File: config.mk
export PLATFORM = sky130hd
export DESIGN_NAME = prv_trap_ctrl
export DESIGN_NICKNAME = d
export VERILOG_FILES = /design/src/rtl/priv_isa_types_pkg.sv /design/src/rtl/prv_trap_prio.sv /design/src/rtl/prv_trap_ctrl.sv
export SDC_FILE = /design/constraint.sdc
export NUM_CORES = 1
export LEC_CHECK = 0
export ABC_AREA = 1
export BUFFER_PORTS_ARGS = -buffer_cell sky130_fd_sc_hd__buf_2
export CAP_MARGIN = 20
export CORE_AREA = 2 2 122 124
export CTS_CLUSTER_DIAMETER = 150
export DETAILED_ROUTE_END_ITERATION = 8
export DIE_AREA = 0 0 124 126
export PLACE_DENSITY = 0.81
export REMOVE_ABC_BUFFERS = 1
export SLEW_MARGIN = 0
export SYNTH_ARGS = -nofsm -noshare
export SYNTH_HDL_FRONTEND = slang
export SYNTH_SLANG_ARGS = --single-unit
File: constraint.sdc
create_clock -name CLK -period 5.6 [get_ports CLK]
set_input_delay 0.56 -clock CLK [delete_from_list [all_inputs] [get_ports CLK]]
set_output_delay 0.56 -clock CLK [all_outputs]
set_load 0.02 [all_outputs]
File: src/rtl/priv_isa_types_pkg.sv
// Shared types for the machine-mode trap controller: cause codes, FSM states,
// event kinds and mie bit positions.
package priv_isa_types_pkg;

    typedef enum logic [4:0] {
        ExcInsnMisaligned  = 5'd0,
        ExcInsnFault       = 5'd1,
        ExcIllegalInsn     = 5'd2,
        ExcBreakpoint      = 5'd3,
        ExcLoadMisaligned  = 5'd4,
        ExcLoadFault       = 5'd5,
        ExcStoreMisaligned = 5'd6,
        ExcStoreFault      = 5'd7,
        ExcEcallM          = 5'd11,
        ExcInsnPageFault   = 5'd12,
        ExcLoadPageFault   = 5'd13,
        ExcStorePageFault  = 5'd15
    } exc_cause_e;

    typedef enum logic [4:0] {
        IntSoft  = 5'd3,
        IntTimer = 5'd7,
        IntExt   = 5'd11
    } int_cause_e;

    typedef enum logic [1:0] {
        StIdle,
        StWaitClear,
        StRedirect,
        StSleep
    } state_e;

    typedef enum logic [1:0] {
        KindInt,
        KindExc,
        KindRet
    } kind_e;

    localparam int unsigned MieMsie = 3;
    localparam int unsigned MieMtie = 7;
    localparam int unsigned MieMeie = 11;

    typedef struct packed {
        logic fault_insn;
        logic mal_insn;
        logic illegal_insn;
        logic fault_l;
        logic mal_l;
        logic fault_s;
        logic mal_s;
        logic breakpoint;
        logic env;
        logic fault_insn_page;
        logic fault_load_page;
        logic fault_store_page;
    } exc_flags_t;

endpackage

File: src/rtl/prv_trap_prio.sv
// Combinational trap arbiter: enabled interrupts first (ext > soft > timer),
// then exceptions in fixed priority order.
module prv_trap_prio
    import priv_isa_types_pkg::*;
(
    input  exc_flags_t  flags,
    input  logic [2:0]  pend,
    output logic        valid,
    output logic        is_int,
    output logic [4:0]  cause
);

    always_comb begin
        valid  = 1'b1;
        is_int = 1'b0;
        cause  = 5'd0;
        if (pend[2]) begin
            is_int = 1'b1;
            cause  = IntExt;
        end else if (pend[1]) begin
            is_int = 1'b1;
            cause  = IntSoft;
        end else if (pend[0]) begin
            is_int = 1'b1;
            cause  = IntTimer;
        end else if (flags.breakpoint) begin
            cause = ExcBreakpoint;
        end else if (flags.fault_insn_page) begin
            cause = ExcInsnPageFault;
        end else if (flags.fault_insn) begin
            cause = ExcInsnFault;
        end else if (flags.mal_insn) begin
            cause = ExcInsnMisaligned;
        end else if (flags.illegal_insn) begin
            cause = ExcIllegalInsn;
        end else if (flags.env) begin
            cause = ExcEcallM;
        end else if (flags.mal_s) begin
            cause = ExcStoreMisaligned;
        end else if (flags.mal_l) begin
            cause = ExcLoadMisaligned;
        end else if (flags.fault_store_page) begin
            cause = ExcStorePageFault;
        end else if (flags.fault_load_page) begin
            cause = ExcLoadPageFault;
        end else if (flags.fault_s) begin
            cause = ExcStoreFault;
        end else if (flags.fault_l) begin
            cause = ExcLoadFault;
        end else begin
            valid = 1'b0;
        end
    end

endmodule

File: src/rtl/prv_trap_ctrl.sv
// Machine-mode trap/return/WFI sequencer: latches the winning event, waits for
// the pipeline to drain, then issues a one-cycle redirect with CSR updates.
module prv_trap_ctrl
    import priv_isa_types_pkg::*;
#(
    parameter int unsigned XLEN        = 32,
    parameter bit          VECTORED_EN = 1'b1
) (
    input  logic            CLK,
    input  logic            RST,
    input  logic            fault_insn,
    input  logic            mal_insn,
    input  logic            illegal_insn,
    input  logic            fault_l,
    input  logic            mal_l,
    input  logic            fault_s,
    input  logic            mal_s,
    input  logic            breakpoint,
    input  logic            env,
    input  logic            fault_insn_page,
    input  logic            fault_load_page,
    input  logic            fault_store_page,
    input  logic            mret,
    input  logic            wfi,
    input  logic            pipe_clear,
    input  logic [XLEN-1:0] epc,
    input  logic [XLEN-1:0] badaddr,
    input  logic            timer_int,
    input  logic            soft_int,
    input  logic            ext_int,
    input  logic [XLEN-1:0] mie_reg,
    input  logic            mstatus_mie,
    input  logic [XLEN-1:0] mtvec,
    input  logic [XLEN-1:0] mepc_r,
    output logic            insert_pc,
    output logic [XLEN-1:0] priv_pc,
    output logic            intr,
    output logic            wfi_stall,
    output logic            mepc_we,
    output logic            mcause_we,
    output logic            mtval_we,
    output logic [XLEN-1:0] mepc_next,
    output logic [XLEN-1:0] mcause_next,
    output logic [XLEN-1:0] mtval_next,
    output logic            mstatus_trap,
    output logic            mstatus_ret
);

    state_e          state_q, state_d;
    kind_e           kind_q, kind_d;
    logic [4:0]      cause_q;
    logic [XLEN-3:0] epc_q;
    logic [XLEN-1:0] badaddr_q;

    logic [2:0]  pend;
    logic [2:0]  int_pend;
    logic        take_int;
    exc_flags_t  flags, flags_sel;
    logic        prio_valid, prio_is_int;
    logic [4:0]  prio_cause;
    logic        latch;

    logic unused_bits;
    assign unused_bits = ^{mie_reg, epc[1:0]};

    assign pend     = {ext_int & mie_reg[MieMeie], soft_int & mie_reg[MieMsie],
                       timer_int & mie_reg[MieMtie]};
    assign take_int = mstatus_mie & (|pend);
    assign int_pend = mstatus_mie ? pend : 3'b000;

    assign flags = '{
        fault_insn:       fault_insn,
        mal_insn:         mal_insn,
        illegal_insn:     illegal_insn,
        fault_l:          fault_l,
        mal_l:            mal_l,
        fault_s:          fault_s,
        mal_s:            mal_s,
        breakpoint:       breakpoint,
        env:              env,
        fault_insn_page:  fault_insn_page,
        fault_load_page:  fault_load_page,
        fault_store_page: fault_store_page
    };

    // While sleeping only interrupts can wake and be taken.
    assign flags_sel = (state_q == StSleep) ? '0 : flags;

    prv_trap_prio u_prio (
        .flags  (flags_sel),
        .pend   (int_pend),
        .valid  (prio_valid),
        .is_int (prio_is_int),
        .cause  (prio_cause)
    );

    always_comb begin
        latch = 1'b0;
        if (!RST) begin
            if (state_q == StIdle)  latch = prio_valid | mret;
            if (state_q == StSleep) latch = prio_valid;
        end
    end

    always_comb begin
        if (prio_is_int)     kind_d = KindInt;
        else if (prio_valid) kind_d = KindExc;
        else                 kind_d = KindRet;
    end

    always_ff @(posedge CLK or posedge RST) begin
        if (RST) state_q <= StIdle;
        else     state_q <= state_d;
    end

    always_ff @(posedge CLK or posedge RST) begin
        if (RST) begin
            kind_q    <= KindInt;
            cause_q   <= 5'd0;
            epc_q     <= '0;
            badaddr_q <= '0;
        end else if (latch) begin
            kind_q    <= kind_d;
            cause_q   <= prio_valid ? prio_cause : 5'd0;
            epc_q     <= epc[XLEN-1:2];
            badaddr_q <= badaddr;
        end
    end

    always_comb begin
        state_d = state_q;
        case (state_q)
            StIdle: begin
                if (latch)    state_d = pipe_clear ? StRedirect : StWaitClear;
                else if (wfi) state_d = StSleep;
            end
            StWaitClear: begin
                if (pipe_clear) state_d = StRedirect;
            end
            StRedirect: state_d = StIdle;
            StSleep: begin
                if (latch)      state_d = pipe_clear ? StRedirect : StWaitClear;
                else if (|pend) state_d = StIdle;
            end
            default: state_d = StIdle;
        endcase
    end

    logic [XLEN-1:0] trap_base;
    logic [XLEN-1:0] vec_off;
    assign trap_base = {mtvec[XLEN-1:2], 2'b00};
    assign vec_off   = (VECTORED_EN && mtvec[1:0] == 2'b01 && kind_q == KindInt) ?
                       {{(XLEN-7){1'b0}}, cause_q, 2'b00} : '0;

    always_comb begin
        insert_pc    = 1'b0;
        priv_pc      = '0;
        mepc_we      = 1'b0;
        mcause_we    = 1'b0;
        mtval_we     = 1'b0;
        mepc_next    = '0;
        mcause_next  = '0;
        mtval_next   = '0;
        mstatus_trap = 1'b0;
        mstatus_ret  = 1'b0;
        wfi_stall    = (state_q == StSleep);
        intr         = latch | (state_q == StWaitClear) | (state_q == StRedirect);
        if (state_q == StRedirect) begin
            insert_pc = 1'b1;
            if (kind_q == KindRet) begin
                mstatus_ret = 1'b1;
                priv_pc     = mepc_r;
            end else begin
                mepc_we      = 1'b1;
                mcause_we    = 1'b1;
                mtval_we     = 1'b1;
                mstatus_trap = 1'b1;
                mepc_next    = {epc_q, 2'b00};
                mcause_next  = {kind_q == KindInt, {(XLEN-6){1'b0}}, cause_q};
                mtval_next   = (kind_q == KindExc) ? badaddr_q : '0;
                priv_pc      = trap_base + vec_off;
            end
        end
    end

endmodule

==> metrics.csv <==
metric,value,unit
dp_cells,1189,
cts_setup_buffers,0,
first_pass_iters,5,
postSynthAreaPerCell,6.97,um2
ant_nets,0,
synth-seq-area-share,0.323,
ys_seq_elements,70,
hold_violations,0,
worst_setup_path_start_kind,register,
clk_pin_slew,60,ps
setup_tns,0,ps
rr_endpoint,badaddr_q[20],
slew_violations,0,
multi_input_area,0.00287,mm2
synth_top_area_frac,0.323,
grt_max_degree,85,
gp_congestion,0.921,
post_cts_resized,0,
utilization,0.483,
diodes,0,
power.density,478,mW/mm2
die_h,126,um
regToRegSetupSlack,2690,ps
fp.dieArea,0.0156,mm2
synthFlopType,dfrtp_1,
hold_class,in2reg,
cts_max_path_buffers,2,
grt_overflow,0,
syn_area,0.00542,mm2
wl,15400,um
arrival,3710,ps
first_iter_violations,213,
cp_max_fo,4,
dp_hpwl,11900,um
synth_enable_flop_cells,0,
regArea,0.00175,mm2
io_buffers,256,
vdd_ir_drop_max,239,uV
cts_root_buf,clkbuf_16,
criticalPathCategory,reg2out,
fp.coreArea,0.0143,mm2
synth_commonest_cells,"nand2_1 (170), inv_1 (111), nor2_1 (82)",
grt_pass1_vias,5180,
p_leak,3.83,nW
fin_crit_sh,0.763,
fin_skew,4.98,ps
status,"complete, no violations",
synthArstFlopShare,1.00,
cts_tree,yes,
wl_per_cell,12.8,um
regToRegStartpoint,state_q[0],
final_nets,1202,
fill_cells,1441,
hold_start,epc[9],
yosys_warnings,0,
maxCapViolCount,0,
drive_above_1_share,0.391,
hold_depth,3,
drc,0,
cts_buffers,9,
crit_path_end_kind,output port,
syn_to_final_growth,27.6,%
clkLatencyLatePin,330,ps
worst_pin_slew,883,ps
r2r_cells,10,
slew-limit-headroom,0.411,
timing.fmax,234,MHz
yosys.area.top_type,dfrtp_1,
vias,5667,
worstHoldEndpoint,epc_q[7],
worstPathRequired,5040,ps
rows,44,
grt_use_total,0.193,
cts_max_level,3,
layoutNonFillerInstCount,1205,
min_period,4270,ps
antenna_found_initial,1,
syn_inst,778,
grt_pass1_wl,23900,um
synth.top_cells.by_area,"dfrtp_1 (32%), nand2_1 (12%), o21ai_2 (11%)",
vias_per_cell,4.70,
synth_most_common_cell,nand2_1,
die_width,124,um
initial_core_util,0.379,
ctsHoldBuffers,0,
holdWs,430,ps
yosysUniqueCellTypes,38,
pin_count,317,
setup_violations,0,
rsz0062_at_grt,false,
clkSinkCount,70,
[metrics by stage]
step	cell area (um2)	power, W	setup slack (ps)
6_report	6920	0.00330	1330
3_3_place_gp	6610	0.00270	1680
3_5_place_dp	6610	0.00274	1680
5_1_grt	6920	0.00358	977
4_1_cts	6920	0.00334	1300
2_1_floorplan	5060	0.00219	1810
[layout make-up]
class	count	area share
Multi-Input combinational cell	559	0.415
Timing Repair Buffer	261	0.191
Clock inverter	7	0.0118
Tap cell	184	0.0333
Inverter	115	0.0631
Clock buffer	9	0.0326
Sequential cell	70	0.253
[critical path, cell delays in order, from the launching register on]
cell and delay, ps:
dfrtp_1 360, inv_1 150, nand2_1 130, nor3b_1 370
inv_1 160, nor2_1 120, ha_1 220, inv_1 70
fa_1 410, o21ai_0 410, inv_1 90, nor2_1 280
nand3b_1 120, nand2_1 80, nand2_1 80, a21oi_1 140
buf_2 200
[kinds of logic after synthesis]
group,count (synthesis),synth area share
xor gates and xnor gates,2,0.00323
and+or+nand+nor,390,0.320
AOI/OAI and AO/OA,133,0.174
buffers and inverters,177,0.166
DFF,70,0.323
adders and majority gates,5,0.0129
other,1,0.000692
[per-layer routing]
layer  routed length, um  vias to the layer above  GRT usage
met1                6430                     2526      0.226
met3                1230                       27     0.0448
met5                  10                        -          0
met2                7360                      233      0.341
li1                    -                     2879          -
met4                 347                        2     0.0654
[worst max path at each step]
stage	slack, ps	from	end	cells past startpoint
2_1_floorplan	1810	state_q[0]	priv_pc[3]	5
3_3_place_gp	1680	mtvec[1]	priv_pc[30]	15
3_5_place_dp	1680	mtvec[1]	priv_pc[30]	15
4_1_cts	1300	kind_q[1]	priv_pc[30]	16
5_1_grt	980	kind_q[1]	priv_pc[30]	16
6_report	1330	kind_q[1]	priv_pc[30]	16
[flip-flops by register name (all words and copies together), names as in the netlist]
register / flops
badaddr_q: 32
epc_q: 30
cause_q: 4
kind_q: 2
state_q: 2
[cell usage in the layout, fill, tap and decap left out, types with 2 or more instances in the layout]
| cell | Yosys | final |
|---|---|---|
| a21oi_1 | 21 | 21 |
| nor2_1 | 82 | 82 |
| o21ai_1 | 4 | 4 |
| or2_2 | 2 | 2 |
| o21ai_0 | 32 | 32 |
| nand3_1 | 31 | 31 |
| nor3_1 | 40 | 40 |
| inv_6 | 0 | 3 |
| clkinv_4 | 0 | 2 |
| clkbuf_16 | 0 | 9 |
| nor2_2 | 2 | 2 |
| nand2_1 | 170 | 170 |
| conb_1 | 1 | 29 |
| inv_1 | 111 | 110 |
| nand4_1 | 10 | 10 |
| inv_2 | 3 | 3 |
| dfrtp_1 | 70 | 70 |
| o21bai_1 | 2 | 2 |
| buf_4 | 32 | 5 |
| buf_2 | 4 | 256 |
| nand3b_1 | 5 | 5 |
| xor2_1 | 2 | 2 |
| o21ai_2 | 67 | 67 |
| nand2_2 | 44 | 44 |
| ha_1 | 4 | 4 |
[where the power goes]
group / switching [W] / internal [W]
sequential: 0.0000716 / 0.000752
clock: 0.000231 / 0.000352
combinational: 0.00131 / 0.000587
Power figures use the tool's default switching activity.
